**config.mk**
```make
export PLATFORM = sky130hd
export DESIGN_NAME = uart_rx
export DESIGN_NICKNAME = d
export VERILOG_FILES = /design/src/rtl/serial_pkg.sv /design/src/rtl/sync_2ff.sv /design/src/rtl/uart_rx.sv
export SDC_FILE = /design/constraint.sdc
export NUM_CORES = 1
export LEC_CHECK = 0
export ABC_AREA = 1
export CAP_MARGIN = 40
export CORE_UTILIZATION = 35
export CTS_BUF_LIST = sky130_fd_sc_hd__clkbuf_4 sky130_fd_sc_hd__clkbuf_8
export CTS_CLUSTER_DIAMETER = 80
export DETAILED_ROUTE_END_ITERATION = 10
export SYNTH_ARGS = -nofsm -noshare
export SYNTH_HDL_FRONTEND = slang
export SYNTH_SLANG_ARGS = --single-unit
```
**constraint.sdc**
```tcl
create_clock -name clk -period 2.5 [get_ports clk]
set_input_delay 0.5 -clock clk [delete_from_list [all_inputs] [get_ports clk]]
set_output_delay 0.5 -clock clk [all_outputs]
set_load 0.01 [all_outputs]
```
**src/rtl/serial_pkg.sv**
```systemverilog
`default_nettype none
// ============================================================================
//  Module      : serial_pkg
//  Description : Shared definitions for the serial link (UART transmitter and
//                receiver): data width, receiver state encoding and the
//                half-bit timing helper.
//  Contents    : UART_DATA_BITS   - bits per UART character
//                uart_rx_state_t  - receiver FSM state encoding
//                uart_half_bit()  - half a bit period in clock cycles
//  Revision    : 1.0 - initial release
// ============================================================================
package serial_pkg;

    localparam int UART_DATA_BITS = 8;

    typedef enum logic [2:0] {
        UART_RX_IDLE      = 3'd0,
        UART_RX_START     = 3'd1,
        UART_RX_DATA      = 3'd2,
        UART_RX_STOP      = 3'd3,
        UART_RX_WAIT_HIGH = 3'd4
    } uart_rx_state_t;

    // Integer division: an odd bit period rounds the midpoint down.
    function automatic int uart_half_bit(input int cpb);
        return cpb / 2;
    endfunction

endpackage
`default_nettype wire

```
**src/rtl/sync_2ff.sv**
```systemverilog
`default_nettype none
// ============================================================================
//  Module      : sync_2ff
//  Description : Two-flop synchroniser for asynchronous inputs. The reset
//                value is a parameter so idle-high lines (UART rx) do not
//                produce a spurious edge when reset is released.
//  Ports       : clk  - destination clock
//                rst  - synchronous reset, active low
//                d    - asynchronous input
//                q    - synchronised output (two clocks of latency)
//  Revision    : 1.0 - initial release
// ============================================================================
module sync_2ff #(
    parameter int               WIDTH       = 1,
    parameter logic [WIDTH-1:0] RESET_VALUE = '1
) (
    input  logic             clk,
    input  logic             rst,
    input  logic [WIDTH-1:0] d,
    output logic [WIDTH-1:0] q
);

    logic [WIDTH-1:0] r_meta;
    logic [WIDTH-1:0] r_sync;

    always_ff @(posedge clk) begin
        if (!rst) begin
            r_meta <= RESET_VALUE;
            r_sync <= RESET_VALUE;
        end else begin
            r_meta <= d;
            r_sync <= r_meta;
        end
    end

    assign q = r_sync;

endmodule
`default_nettype wire

```
**src/rtl/uart_rx.sv**
```systemverilog
`default_nettype none
// ============================================================================
//  Module      : uart_rx
//  Description : 8N1 UART receiver. Synchronises rx, validates the start bit
//                at its midpoint, samples each data bit at its midpoint (LSB
//                first) and presents the byte on a valid/ready handshake.
//                Flags framing errors (stop bit low) and overruns.
//  Parameters  : CLOCKS_PER_BIT - clock cycles per UART bit, must be >= 4
//  Ports       : clk       - system clock
//                rst       - synchronous reset, active low
//                rx        - asynchronous serial line, idles high
//                data      - received byte, stable while valid is high
//                valid     - data holds an unconsumed byte
//                ready     - consumer accepts data when valid && ready
//                busy      - receiver FSM is not idle
//                frame_err - one-cycle pulse, stop bit sampled low
//                overrun   - a completed byte was dropped (sticky until accept)
//  Revision    : 1.0 - initial release
// ============================================================================
module uart_rx #(
    parameter int CLOCKS_PER_BIT = 10
) (
    input  logic       clk,
    input  logic       rst,
    input  logic       rx,
    output logic [7:0] data,
    output logic       valid,
    input  logic       ready,
    output logic       busy,
    output logic       frame_err,
    output logic       overrun
);

    import serial_pkg::*;

    localparam int c_HALF   = uart_half_bit(CLOCKS_PER_BIT);
    localparam int c_CNT_W  = $clog2(CLOCKS_PER_BIT);
    localparam int c_IDX_W  = $clog2(UART_DATA_BITS);

    localparam logic [c_CNT_W-1:0] c_CNT_LAST = c_CNT_W'(CLOCKS_PER_BIT - 1);
    localparam logic [c_CNT_W-1:0] c_CNT_MID  = c_CNT_W'(c_HALF - 1);
    localparam logic [c_IDX_W-1:0] c_IDX_LAST = c_IDX_W'(UART_DATA_BITS - 1);

    localparam logic [2:0] c_IDLE      = 3'(UART_RX_IDLE);
    localparam logic [2:0] c_START     = 3'(UART_RX_START);
    localparam logic [2:0] c_DATA      = 3'(UART_RX_DATA);
    localparam logic [2:0] c_STOP      = 3'(UART_RX_STOP);
    localparam logic [2:0] c_WAIT_HIGH = 3'(UART_RX_WAIT_HIGH);

    // ------------------------------------------------------------------
    // Input synchroniser (idle-high line, so reset value is 1)
    // ------------------------------------------------------------------
    logic w_rx_s;

    sync_2ff #(
        .WIDTH       (1),
        .RESET_VALUE (1'b1)
    ) u_rx_sync (
        .clk (clk),
        .rst (rst),
        .d   (rx),
        .q   (w_rx_s)
    );

    // ------------------------------------------------------------------
    // Receive FSM, bit-period counter, bit index and shift register
    // ------------------------------------------------------------------
    logic [2:0]                r_state;
    logic [2:0]                w_state_nxt;
    logic [c_CNT_W-1:0]        r_cnt;
    logic [c_CNT_W-1:0]        w_cnt_nxt;
    logic [c_IDX_W-1:0]        r_idx;
    logic [c_IDX_W-1:0]        w_idx_nxt;
    logic [UART_DATA_BITS-1:0] r_shift;
    logic [UART_DATA_BITS-1:0] w_shift_nxt;
    logic                      w_cnt_last;
    logic                      w_done;
    logic                      w_bad;

    assign w_cnt_last = (r_cnt == c_CNT_LAST);

    always_comb begin
        w_state_nxt = r_state;
        w_cnt_nxt   = w_cnt_last ? '0 : r_cnt + 1'b1;
        w_idx_nxt   = r_idx;
        w_shift_nxt = r_shift;
        w_done      = 1'b0;
        w_bad       = 1'b0;

        case (r_state)
            c_IDLE: begin
                // Counter held at zero so START begins a fresh half-bit count.
                w_cnt_nxt = '0;
                if (!w_rx_s) begin
                    w_state_nxt = c_START;
                end
            end

            c_START: begin
                if (r_cnt == c_CNT_MID) begin
                    if (w_rx_s) begin
                        w_state_nxt = c_IDLE;
                    end else begin
                        // From here every sample lands on a bit midpoint.
                        w_state_nxt = c_DATA;
                        w_cnt_nxt   = '0;
                        w_idx_nxt   = '0;
                    end
                end
            end

            c_DATA: begin
                if (w_cnt_last) begin
                    w_shift_nxt = {w_rx_s, r_shift[UART_DATA_BITS-1:1]};
                    w_idx_nxt   = r_idx + 1'b1;
                    if (r_idx == c_IDX_LAST) begin
                        w_state_nxt = c_STOP;
                        w_cnt_nxt   = '0;
                    end
                end
            end

            c_STOP: begin
                // Leaving at mid-stop-bit rearms the receiver half a bit
                // early so back-to-back frames lose no cycles.
                if (w_cnt_last) begin
                    if (w_rx_s) begin
                        w_done      = 1'b1;
                        w_state_nxt = c_IDLE;
                    end else begin
                        w_bad       = 1'b1;
                        w_state_nxt = c_WAIT_HIGH;
                    end
                end
            end

            c_WAIT_HIGH: begin
                // A held-low line (break) must not be taken as a new start.
                if (w_rx_s) begin
                    w_state_nxt = c_IDLE;
                end
            end

            default: begin
                w_state_nxt = c_IDLE;
            end
        endcase
    end

    // Stop-sample events are registered once more so every output is a
    // flop fed only from other flops.
    logic r_done;
    logic r_bad;

    always_ff @(posedge clk) begin
        if (!rst) begin
            r_state <= c_IDLE;
            r_cnt   <= '0;
            r_idx   <= '0;
            r_shift <= '0;
            r_done  <= 1'b0;
            r_bad   <= 1'b0;
        end else begin
            r_state <= w_state_nxt;
            r_cnt   <= w_cnt_nxt;
            r_idx   <= w_idx_nxt;
            r_shift <= w_shift_nxt;
            r_done  <= w_done;
            r_bad   <= w_bad;
        end
    end

    // ------------------------------------------------------------------
    // Output register and valid/ready handshake
    // ------------------------------------------------------------------
    logic [UART_DATA_BITS-1:0] r_data;
    logic                      r_valid;
    logic                      r_busy;
    logic                      r_frame_err;
    logic                      r_overrun;

    always_ff @(posedge clk) begin
        if (!rst) begin
            r_data      <= '0;
            r_valid     <= 1'b0;
            r_busy      <= 1'b0;
            r_frame_err <= 1'b0;
            r_overrun   <= 1'b0;
        end else begin
            // Derived from the next state so busy rises together with START.
            r_busy      <= (w_state_nxt != c_IDLE);
            r_frame_err <= r_bad;

            if (r_done && (!r_valid || ready)) begin
                // Slot free, or being freed by an accept this very cycle.
                r_data    <= r_shift;
                r_valid   <= 1'b1;
                r_overrun <= 1'b0;
            end else if (r_done) begin
                // Slot still occupied: keep the old byte, drop the new one.
                r_overrun <= 1'b1;
            end else if (r_valid && ready) begin
                r_valid   <= 1'b0;
                r_overrun <= 1'b0;
            end
        end
    end

    assign data      = r_data;
    assign valid     = r_valid;
    assign busy      = r_busy;
    assign frame_err = r_frame_err;
    assign overrun   = r_overrun;

endmodule
`default_nettype wire

```
# [After elaboration in Yosys (flattened, before gate mapping)]
# Index checks and enable logic that the tools add are counted.
[word_totals] reg_bits=34 latchBits=0 ramBits=0 romBits=0 inputBits=4 output_inout_bits=12 elab_cells=66 memories=0
[classes] addsub=2 mul=0 div_mod_pow=0 magnitude_cmp=0 n_eq_ne=11 shifts=0 n_mux=25 bitwise=1 n_reduce_logical=14
[ops] operator="two-way mux 3 bit" n=10
[ops] operator="two-way mux 4 bit" n=5
[ops] operator="one-hot mux 3 bit (5 select lines)" n=1
[ops] operator="one-hot mux 4 bit (3 select lines)" n=1
[ops] operator="equality test 3 x 2 -> 1 bit, second input constant" n=2
[ops] operator="equality test 3 bit, second input constant" n=2
[ops] operator="two-way mux 1 bit" n=6
[ops] operator="!= test 2 bit, second input constant" n=3
[ops] operator="one-hot mux 3 bit (2 select lines)" n=1
[ops] operator="nonzero test 2 bit" n=3
[ops] operator="adder 4 x 1 -> 4 bit, second input constant" n=1
[ops] operator="equality test 4 x 3 -> 1 bit, second input constant" n=1
[ops] operator="equality test 4 bit, second input constant" n=1
[ops] operator="AND reduction 2 bit" n=2
[ops] operator="AND reduction 4 bit" n=1
[ops] operator="adder 3 x 1 -> 3 bit, second input constant" n=1
[ops] operator="equality test 3 x 1 -> 1 bit, second input constant" n=1
[ops] operator="zero test 3 bit" n=1
[ops] operator="AND reduction 3 bit" n=1
[ops] operator="nonzero test 3 bit" n=1
[ops] operator="logical AND 1 bit" n=2
[ops] operator="two-way mux 2 bit" n=1
[ops] operator="!= test 2 x 1 -> 1 bit, second input constant" n=1
[ops] operator="OR reduction 2 bit" n=1
[ops] operator="other kinds (3)" n=3

# [Depth between registers and ports, before layout]
[logic_depth] depth_word=5 depth_mapped=9 ltp_nobuf=9

# [Cells and area by module]
# Synthesis repeated with hierarchy kept, for this count alone.
[unflattened] cells_unflattened=174 area_unflattened_um2=1362.6
[by_module_without_submodules] module="uart_rx" instances=1 cells_per_inst=168 area_each_um2=1307.5 seq_area_each_um2=640.6
[by_module_without_submodules] module="sync_2ff" instances=1 cells_per_inst=6 area_each_um2=55.1 seq_area_each_um2=40.0

# [Least setup slack after synthesis]
# Ideal clock, no wire load.
[synth_timing] path_type="reg2reg" startpoint="register r_cnt[0]" endpoint="register r_busy, in the netlist busy" setup_ps=117 arrival_ps=1126 required_ps=2383 path_slack_ps=1258 stages_incl_launch_ff=7 path_buffers=0 synth_period_minus_slack_ps=1242 path_cell_list="dfxtp_1 ha_1 nand3_4 o21ai_0 nand2_1 a21oi_1 nand2_1"
[synth_via] elab_chain_cells=4 word_cells_on_any_way=7 cone_classes="eq/ne (2); mux (4); reduce/logical (1)"
[synth_lines] item="from (decl)" line_no="uart_rx.sv:70" source="logic [c_CNT_W-1:0] r_cnt;"
[synth_lines] item="from (signal assigned)" line_no="uart_rx.sv:165" source="r_cnt <= w_cnt_nxt;"
[synth_lines] item="equality test 4 bit / equality test 4 x 3 -> 1 bit (equally long branches)" line_no="uart_rx.sv:80, uart_rx.sv:100"
[synth_lines] item="two-way mux 3 bit (on tied branches)" line_no="uart_rx.sv:126, uart_rx.sv:100, uart_rx.sv:113"
[synth_lines] item="one-hot mux 3 bit (5 select lines) (*)" line_no="uart_rx.sv:90" source="case (r_state)"
[synth_lines] item="nonzero test 3 bit (*)" line_no="uart_rx.sv:191" source="r_busy <= (w_state_nxt != c_IDLE);"
[synth_lines] item="to (signal assigned)" line_no="uart_rx.sv:191"
[synth_lines] item="to (decl)" line_no="uart_rx.sv:178" source="logic r_busy;"
# Every way passes the cells marked *; elsewhere a longest branch is shown, timed or not.
# A chain may end at the register's enable or synchronous reset.

# [Final worst setup path]
[layout_timing] startpoint="register r_valid, in the netlist valid" endpoint="output port valid"
[layout_lines] item="from (decl)" line_no="uart_rx.sv:177" source="logic r_valid;"
[layout_lines] item="from (signal assigned)" line_no="uart_rx.sv:185" source="r_valid <= 1'b0;"
[layout_lines] item="from (signal assigned)" line_no="uart_rx.sv:197" source="r_valid <= 1'b1;"
[layout_lines] item="from (signal assigned)" line_no="uart_rx.sv:203" source="r_valid <= 1'b0;"
[layout_lines] item="to (decl)" line_no="uart_rx.sv:27" source="output logic valid,"
# No word-level cell between the ends.

==> metrics.txt <==
# TYPE chip_impl_metric gauge
chip_impl_metric{name="cts-root-to-sink-buffers",unit=""} 2
chip_impl_metric{name="totalWireLength",unit="mm"} 2.33
chip_impl_metric{name="synth.ff_latch_count",unit=""} 34
chip_impl_metric{name="globalRouteOverflowTotal",unit=""} 0
chip_impl_metric{name="final_hold_viol_count",unit=""} 0
chip_impl_metric{name="row_count",unit=""} 22
chip_impl_metric{name="drt_iter0_markers",unit=""} 58
chip_impl_metric{name="die-width",unit="um"} 64.5
chip_impl_metric{name="synth_cells",unit=""} 174
chip_impl_metric{name="start_util",unit="%"} 36.8
chip_impl_metric{name="tritoncts.num_buffers",unit=""} 5
chip_impl_metric{name="synth_cell_type_count",unit=""} 24
chip_impl_metric{name="path_buf_inv",unit=""} 1
chip_impl_metric{name="instances_no_fill",unit=""} 242
chip_impl_metric{name="timing.final.crit_share",unit="%"} 67.2
chip_impl_metric{name="global_route.usage.total",unit="%"} 13.1
chip_impl_info{name="rsz0062_at_grt",value="false"} 1
chip_impl_metric{name="finalSetupTns",unit="ns"} 0
chip_impl_metric{name="grt_antenna_before_repair",unit=""} 0
chip_impl_metric{name="drt_first_pass_iters",unit=""} 4
chip_impl_metric{name="total_power",unit="uW"} 987
chip_impl_info{name="tritoncts",value="done"} 1
chip_impl_metric{name="clock_tree.htree_level_count",unit=""} 2
chip_impl_metric{name="synth_edf_count",unit=""} 0
chip_impl_metric{name="setup_slack",unit="ns"} 0.821
chip_impl_info{name="cell_taking_the_most_area_after_synthesis",value="dfxtp_1"} 1
chip_impl_metric{name="n_antenna_cell",unit=""} 0
chip_impl_metric{name="io_buffers",unit=""} 15
chip_impl_info{name="ys.flop_type",value="dfxtp_1"} 1
chip_impl_metric{name="largest_net_degree_at_the_start_of_global_routing",unit=""} 22
chip_impl_metric{name="worst_skew_pair.late_latency",unit="ns"} 0.27
chip_impl_info{name="cell_class_contributing_the_biggest_share_of_worst_path_delay",value="buffers and inverters"} 1
chip_impl_metric{name="register_area_share_after_synthesis",unit="%"} 49.7
chip_impl_info{name="ys_top_cells_by_area",value="dfxtp_1 (50%), nor2_1 (12%), nand2_1 (6.6%)"} 1
chip_impl_metric{name="avgRoutedWirePerCell",unit="um"} 9.63
chip_impl_metric{name="clk_pin_slew",unit="ns"} 0.06
chip_impl_metric{name="maxSlewViolCount",unit=""} 0
chip_impl_metric{name="dpl.hpwl",unit="mm"} 1.77
chip_impl_metric{name="cts_hold_buf",unit=""} 0
chip_impl_info{name="worstSetupEndpointType",value="primary output"} 1
chip_impl_metric{name="first_pass_grt_wire_length",unit="mm"} 4.01
chip_impl_metric{name="netlist_area",unit="um^2"} 1370
chip_impl_info{name="result_of_the_run",value="complete, no violations"} 1
chip_impl_info{name="ctsRootBufferMaster",value="clkbuf_8"} 1
chip_impl_metric{name="die_height",unit="um"} 64.5
chip_impl_metric{name="slew_headroom",unit="%"} 81.8
chip_impl_metric{name="crit_path_max_fanout",unit=""} 3
chip_impl_info{name="synth.top_cells.by_count",value="nor2_1 (45), dfxtp_1 (34), nand2_1 (24)"} 1
chip_impl_metric{name="route.vias.total",unit=""} 1094
chip_impl_metric{name="ant_nets",unit=""} 0
chip_impl_metric{name="count_of_maximum_capacitance_violations",unit=""} 0
chip_impl_metric{name="final_setup_violating_endpoints",unit=""} 0
chip_impl_metric{name="clkSinkCount",unit=""} 34
chip_impl_metric{name="worst_pin_slew",unit="ns"} 0.271
chip_impl_metric{name="cellPowerDensity",unit="nW/um^2"} 598
chip_impl_metric{name="finalClockSkew",unit="ns"} 0.00237
chip_impl_info{name="crit_path_top_delay_cell",value="clkdlybuf4s50_1"} 1
chip_impl_info{name="synthMostInstantiatedCell",value="nor2_1"} 1
chip_impl_metric{name="cts_repair_resize_count",unit=""} 0
chip_impl_metric{name="final.hold.worst_slack",unit="ns"} 0.412
chip_impl_metric{name="synth-warning-count",unit=""} 0
chip_impl_metric{name="synthesis.area_per_instance",unit="um^2"} 7.87
chip_impl_metric{name="detailed_route_drc_error_count",unit=""} 0
chip_impl_info{name="critPathLaunchType",value="register"} 1
chip_impl_metric{name="fraction_of_layout_instances_using_a_drive_strength_above_1",unit="%"} 9.28
chip_impl_metric{name="first_global_vias",unit=""} 952
chip_impl_metric{name="p_leak",unit="nW"} 0.710
chip_impl_info{name="timing.hold.worst.class",value="register to register"} 1
chip_impl_metric{name="gp_routability_congestion",unit=""} 0.790
chip_impl_info{name="setup.worst_path.class",value="register to primary output"} 1
chip_impl_metric{name="worst_path_largest_cell_delay",unit="ns"} 0.54
chip_impl_metric{name="placeableCoreArea",unit="um^2"} 3720
chip_impl_metric{name="final_period_minus_worst_setup_slack",unit="ns"} 1.68
chip_impl_metric{name="place_worst_setup_slack",unit="ns"} 0.636
chip_impl_metric{name="ir_worst_vdd",unit="uV"} 300
chip_impl_metric{name="io_pins",unit=""} 16
chip_impl_metric{name="max_freq",unit="MHz"} 596
chip_impl_metric{name="yosysTopAreaCellShare",unit="%"} 49.7
chip_impl_metric{name="viasPerCell",unit=""} 4.52
chip_impl_metric{name="place_inst",unit=""} 234
chip_impl_metric{name="areaGrowthSynthToFinish",unit="%"} 20.7
chip_impl_metric{name="cts_setup_buffers",unit=""} 0
chip_impl_metric{name="num-nets-final",unit=""} 202
chip_impl_info{name="path_cells",value="clkdlybuf4s50_1"} 1
chip_impl_metric{name="die-area",unit="um^2"} 4160
chip_impl_metric{name="cp_data_arrival_time",unit="ns"} 1.18
chip_impl_metric{name="critPathRequiredTime",unit="ns"} 2.00
chip_impl_metric{name="async_reset_ff_share",unit="%"} 0
chip_impl_metric{name="synthesized_netlist_net_count",unit=""} 183
## flip-flops by register name, indices dropped and copies added, names as in the netlist
register / flops
r_state: 3
valid: 1
r_idx: 3
overrun: 1
busy: 1
r_cnt: 4
data: 8
r_bad: 1
frame_err: 1
u_rx_sync.r_meta: 1
r_done: 1
u_rx_sync.q: 1
r_shift: 8
## stage by stage
stage / utilization (%) / cell area [um^2]
floorplan: - / 1370
finish: 44.4 / 1650
global placement: 41.9 / 1560
detailed placement: 41.9 / 1560
CTS: 44.4 / 1650
global route: 44.4 / 1650
## per-layer routing
layer  vias up  GRT usage, %  part of all wire, %
li1        587             -                    -
met1       480          13.9                   47
met2        25          21.3                   47
met3         2          6.34                  4.8
met4         0          6.67                  1.2
met5         -             0                    0
## final timing paths
| kind | slack, ns | from | endpoint | depth (start not counted) |
|---|---|---|---|---|
| min | 0.41 | u_rx_sync.r_meta | u_rx_sync.q | 1 |
| max reg2reg | 0.94 | r_cnt[0] | r_idx[0] | 7 |
| min reg2reg | 0.41 | u_rx_sync.r_meta | u_rx_sync.q | 1 |
| max | 0.82 | valid | valid | 1 |
## cell families (layout without fill, tap and decap cells)
logic type / after synthesis / in the layout / synth area share [%]
compound gates: 25 / 25 / 9.14
xor+xnor: 2 / 2 / 1.28
fa+ha+maj: 5 / 5 / 4.57
buf+inv: 21 / 41 / 6.86
flops: 34 / 34 / 49.7
simple gates: 87 / 87 / 28.4
## placed cells by master (no fill, tap or decap), drive strengths merged, types with 3 or more instances in the layout
master,n
nor2,46
dfxtp,34
clkinv,3
a21oi,7
nand2,25
o21ai,18
nand3,8
clkbuf,7
inv,15
clkdlybuf4s50,15
ha,5
## layout make-up
cell class | count | area [um^2]
multi-input cells | 119 | 594
flip-flops and latches | 34 | 681
inverters | 17 | 63.8
well taps | 48 | 60.1
fillers | 376 | 2060
clock buffers | 7 | 90.1
repair buffers | 16 | 158
clock inverters | 1 | 5.00
## where the power goes
part | internal [mW] | total, mW | switching [mW]
logic | 0.0129 | 0.0303 | 0.0174
clock network | 0.233 | 0.408 | 0.176
registers | 0.546 | 0.548 | 0.00267
total | 0.791 | 0.987 | 0.196
No activity file was read; power rests on OpenSTA's default activity.
==> RTL change 1 (config.mk and constraints unchanged) <==
Change the parameter `RESET_VALUE` from 1'b1 to 1'b0.
--- a/src/rtl/uart_rx.sv
+++ b/src/rtl/uart_rx.sv
@@ -56,3 +56,3 @@
         .WIDTH       (1),
-        .RESET_VALUE (1'b1)
+        .RESET_VALUE (1'b0)
     ) u_rx_sync (
Behaviour: not the same (Yosys sat finds a counterexample within 4 cycles, from zero or initial values and one cycle with rst low).
==> RTL change 1 against the original RTL <==
Core utilization up 0.70 points. Sequential cell count did not move. Worst setup slack better by 0.011 ns. Design area rose by 0.83%. Wire length is 0.47% lower. Register-to-register slack got worse by 0.02 ns. Clock skew up 0.0028 ns. Combinational power grew 35%. Synthesized area fell by 0.55%. Power up 11%.
==> RTL change 1: results (changes against the original RTL) <==
sequential share of the synthesized area=50.0% (+0.27 points); R2R Setup Slk=0.92 ns (-0.02 ns); DR WL met3=118 um (+4.4%); Final #Nets=204 (+0.99%); gpl congestion=0.729 (-7.8%); clk_lat worst skew=0.29 ns (+0.02 ns); vias in the first global route=951 (-0.11%); share of layout cells above drive strength 1=7.14% (-2.1 points); top post-synthesis cells by area=dfxtp_1 (50%), nor2_1 (12%), nand2_1 (7.4%); Yosys cell types=23 (-4.2%); met2 GRT Util=19.9% (-1.4 points); first-pass GRT wire length=4.20 mm (+4.7%); grt met3 use=5.36% (-0.98 points); number of fill cells=383 (+1.9%); hold_ws=0.414 ns (+0.00218 ns); gr usage total=13.6% (+0.59 points); commonest cells in the netlist=nor2_1 (45), dfxtp_1 (34), nand2_1 (27); Post-Synth XOR/XNOR Area=1.29% (+0.0071 points); DRT antenna net count=0 (unchanged); max incr delay on CP=0.54 ns (about the same); post-DR wirelength/cell=9.50 um (-1.3%); largest net degree at the start of global routing=20 (-9.1%); Layout Skew=0.00521 ns (+0.00284 ns); HP Start=r_bad$_SDFF_PN0_; relative slew slack=82.0% (+0.15 points); GR Util met1=16.7% (+2.8 points); Reg-to-Reg End=r_idx[1]$_SDFFE_PN0P_; fin crit share=66.7% (-0.45 points); WL met1=1.22 mm (+11%); P_leak=0.732 nW (+3.0%); run status=finished, final reports clean; Post-Syn Nets=185 (+1.1%); WL met2=917 um (-16%); pre-CTS setup slack=0.656 ns (+0.0202 ns); Synth Area in Compound Gates=9.19% (+0.050 points); hold path cells=2 (+1); Register-to-Register Path Depth=8 (+1); maximum VDD drop=0.383 mV (+27%); Hold Path End=frame_err$_SDFF_PN0_; Post-Synth Adder-Cell Area=4.60% (+0.025 points); hpwl dp=1.66 mm (-6.0%)
[RTL change 1: changes by cell type after synthesis, moves of 2 or more]
| cell | unedited run | this run |
|---|---|---|
| inv_1 | 13 | 16 |
| nand2_1 | 24 | 27 |
| clkbuf_1 | 2 | 0 |
| or2_2 | 2 | 0 |
[RTL change 1: per-stage QoR]
step | instance area (sq um) | std cells | util [%] | power [mW]
6_report | 1670 | 244 | 45.1 | 1.10
5_1_grt | 1670 | 244 | 45.1 | 1.15
4_1_cts | 1670 | 244 | 45.1 | 1.11
3_5_place_dp | 1550 | 236 | 42.1 | 0.606
3_3_place_gp | 1550 | 236 | 42.1 | 0.606
2_1_floorplan | 1360 | 176 | - | 0.589
[RTL change 1: worst register-to-register path, cell delays in order (launching register included)]
cell and delay [ns]:
dfxtp_1 0.40, ha_1 0.24, nand3_4 0.13, nor2_4 0.26
inv_2 0.15, nand2_1 0.14, nand2_1 0.06, nand2_1 0.06
nor2_1 0.04
[RTL change 1: power breakdown]
part | internal, mW | switching, mW | leakage, nW
sequential | 0.548 | 0.00413 | 0.275
combinational | 0.0169 | 0.0241 | 0.406
clock | 0.296 | 0.210 | 0.0504
total | 0.861 | 0.238 | 0.732
[RTL change 1: cell families (layout without fill, tap and decap cells)]
| family | Yosys count | after routing |
|---|---|---|
| simple gates | 87 | 87 |
| buf+inv | 23 | 43 |
| xor+xnor | 2 | 2 |
| compound gates | 25 | 25 |
| fa+ha+maj | 5 | 5 |
| flops | 34 | 34 |
[RTL change 1: cell type report]
type / instances / share of cell area [%]
sequential: 34 / 40.9
multi-input combinational: 119 / 34.9
timing repair buffer: 16 / 9.47
inverter: 19 / 4.28
clock buffer: 5 / 4.13
tap: 48 / 3.61
clock inverter: 3 / 2.70
==> RTL change 2 (same settings) <==
Without the edit above. Reset style: asynchronous (`rst`), changed in 3 clocked blocks. Comments in the files are not updated.
--- a/src/rtl/sync_2ff.sv
+++ b/src/rtl/sync_2ff.sv
@@ -25,3 +25,3 @@
 
-    always_ff @(posedge clk) begin
+    always_ff @(posedge clk or negedge rst) begin
         if (!rst) begin
--- a/src/rtl/uart_rx.sv
+++ b/src/rtl/uart_rx.sv
@@ -154,3 +154,3 @@
 
-    always_ff @(posedge clk) begin
+    always_ff @(posedge clk or negedge rst) begin
         if (!rst) begin
@@ -181,3 +181,3 @@
 
-    always_ff @(posedge clk) begin
+    always_ff @(posedge clk or negedge rst) begin
         if (!rst) begin
Formal check against the unedited RTL: differs if rst is asserted again (counterexample within 4 cycles, from zero or initial values and one cycle with rst low); with rst held inactive, the same outputs for 10 cycles.
==> RTL change 2 against the original RTL <==
Sequential share of layout area is 5.6 points higher. Cell count is 6.6% lower. Worst setup slack worse by 0.024 ns. Critical path depth stayed put. Clock skew is 0.0027 ns higher. Sequential cell count stayed put. Wire length is 9.1% higher. First-iteration DRC count is 16% lower. Synthesized area is 11% higher. Global-route usage is 0.97 points higher. Design area is 10% higher.
Power is not compared: it rests on default switching activity, and its combinational part moved more than twofold at a synthesized area within 25%.
==> RTL change 2: results (changes against the original RTL) <==
# resized after CTS=0 (unchanged); run status=finished, final reports clean; CP max-delay cell=clkdlybuf4s50_1; total iterations of the first detailed-routing run=4 (unchanged); Arr. time, crit path=1.20 ns (+0.02 ns); CTS Buffer Depth=2 (unchanged); hold path cells=0 (-1); Top delay family on crit path=buffers and inverters; class of the worst hold path=reg -> reg; number of fill cells=407 (+8.2%); Register-to-Register Path Depth=9 (+2); Final #Nets=185 (-8.4%); max incr delay on CP=0.55 ns; Iter 0 DRT Violations=49 (-16%); Pint=1.14 mW; ANT cells=0 (unchanged); via count of the routed design=1064 (-2.7%); buffers added on ports=15 (unchanged); CTS Buf Count=5 (unchanged); gr usage total=14.0% (+0.97 points); gpl congestion=0.858 (+8.6%); Layout Skew=0.00511 ns (+0.00274 ns); DRC violations left=0 (unchanged); fin crit share=68.1% (+0.94 points); clock group share of total power=30.5%; pre-CTS setup slack=0.621 ns (-0.0152 ns); top post-synthesis cells by area=dfrtp_1 (53%), nand2_1 (9.7%), o21ai_2 (5.2%); crit-path max FO=3 (unchanged); vias in the first global route=1046 (+9.9%); setup violators final=0 (unchanged); Clk pin slew, worst setup/hold paths=0.07 ns; Yosys cell types=26 (+8.3%); clk_lat worst skew=0.29 ns (+0.02 ns); sequential share of the synthesized area=56.3% (+6.6 points); first-pass GRT wire length=4.53 mm (+13%); root buffer cell=clkbuf_8; Final Hold Fails=0 (unchanged); CTS H-tree depth=2 (unchanged); Post-Syn Nets=165 (-9.8%); maximum VDD drop=0.422 mV; Final Routed Wirelength=2.54 mm (+9.1%); setup bufs post-CTS=0 (unchanged); share of layout cells above drive strength 1=17.0% (+7.8 points); commonest cells in the netlist=nand2_1 (39), dfrtp_1 (32), inv_1 (18); initial antenna violation count=0 (unchanged); largest net degree at the start of global routing=35 (+59%); hpwl dp=1.79 mm (+0.85%); relative slew slack=72.1% (-9.7 points); fraction of registers with async set/reset=100% (+100 points); Ys Warns=0 (unchanged)
## RTL change 2: cell count changes after synthesis, sizes merged, moves of 4 or more
cell	change
nor2	-35
dfxtp	-34
dfrtp	+32
nand2	+18
a21oi	-6
inv	+4
nand3	+4
## RTL change 2: power groups by stage
| stage | Sequential (mW) | Combinational [mW] | Clock, mW |
|---|---|---|---|
| 3_3_place_gp | 0.746 | 0.414 | 0 |
| 2_1_floorplan | 0.723 | 0.351 | 0 |
| 4_1_cts | 0.740 | 0.434 | 0.529 |
| 3_5_place_dp | 0.750 | 0.433 | 0 |
| 5_1_grt | 0.753 | 0.500 | 0.545 |
| 6_report | 0.739 | 0.424 | 0.512 |
## RTL change 2: stage by stage
step           hold WS (ns)  cell area (sq um)  std cells  power (mW)
3_5_place_dp          0.347               1710        219        1.18
4_1_cts               0.357               1820        226        1.70
2_1_floorplan         0.204               1520        156        1.07
3_3_place_gp          0.333               1710        219        1.16
5_1_grt               0.361               1820        226        1.80
6_report              0.352               1820        226        1.68
## RTL change 2: cell families (layout without fill, tap and decap cells)
family / Yosys count / in the layout / synth area share [%]
DFF: 34 / 34 / 56.3
and+or+nand+nor: 74 / 74 / 23.5
muxes: 1 / 1 / 0.743
buffers and inverters: 22 / 42 / 6.28
AOI/OAI and AO/OA: 19 / 19 / 8.51
adders and majority gates: 5 / 5 / 4.13
xor gates and xnor gates: 1 / 1 / 0.578
## RTL change 2: layer usage
layer / global-route usage, % / share of wire (%) / up-vias
met5: 0 / 0 / -
met1: 15.6 / 46 / 500
li1: - / - / 535
met2: 22.0 / 47 / 21
met4: 10.9 / 2.4 / 0
met3: 4.56 / 5.0 / 8
## RTL change 2: layout make-up
class,count,share of cell area [%]
sequential,34,46.8
multi-input combinational,100,31.1
timing repair buffer,16,8.64
clock buffer,6,4.53
inverter,19,3.91
tap,50,3.43
clock inverter,1,1.65
## RTL change 2: path summary, 6_finish.rpt
kind	start	slack (ns)	end
worst max-delay path	valid$_DFFE_PN0P_	0.80	valid
worst min-delay path	r_bad$_DFF_PN0_	0.35	frame_err$_DFF_PN0_
worst max register to register	r_cnt[1]$_DFF_PN0_	1.00	r_idx[0]$_DFFE_PN0P_
worst min register to register	r_bad$_DFF_PN0_	0.35	frame_err$_DFF_PN0_
max in group asynchronous	rst	1.55	u_rx_sync.q$_DFF_PN1_
min in group asynchronous	rst	0.62	data[2]$_DFFE_PN0P_
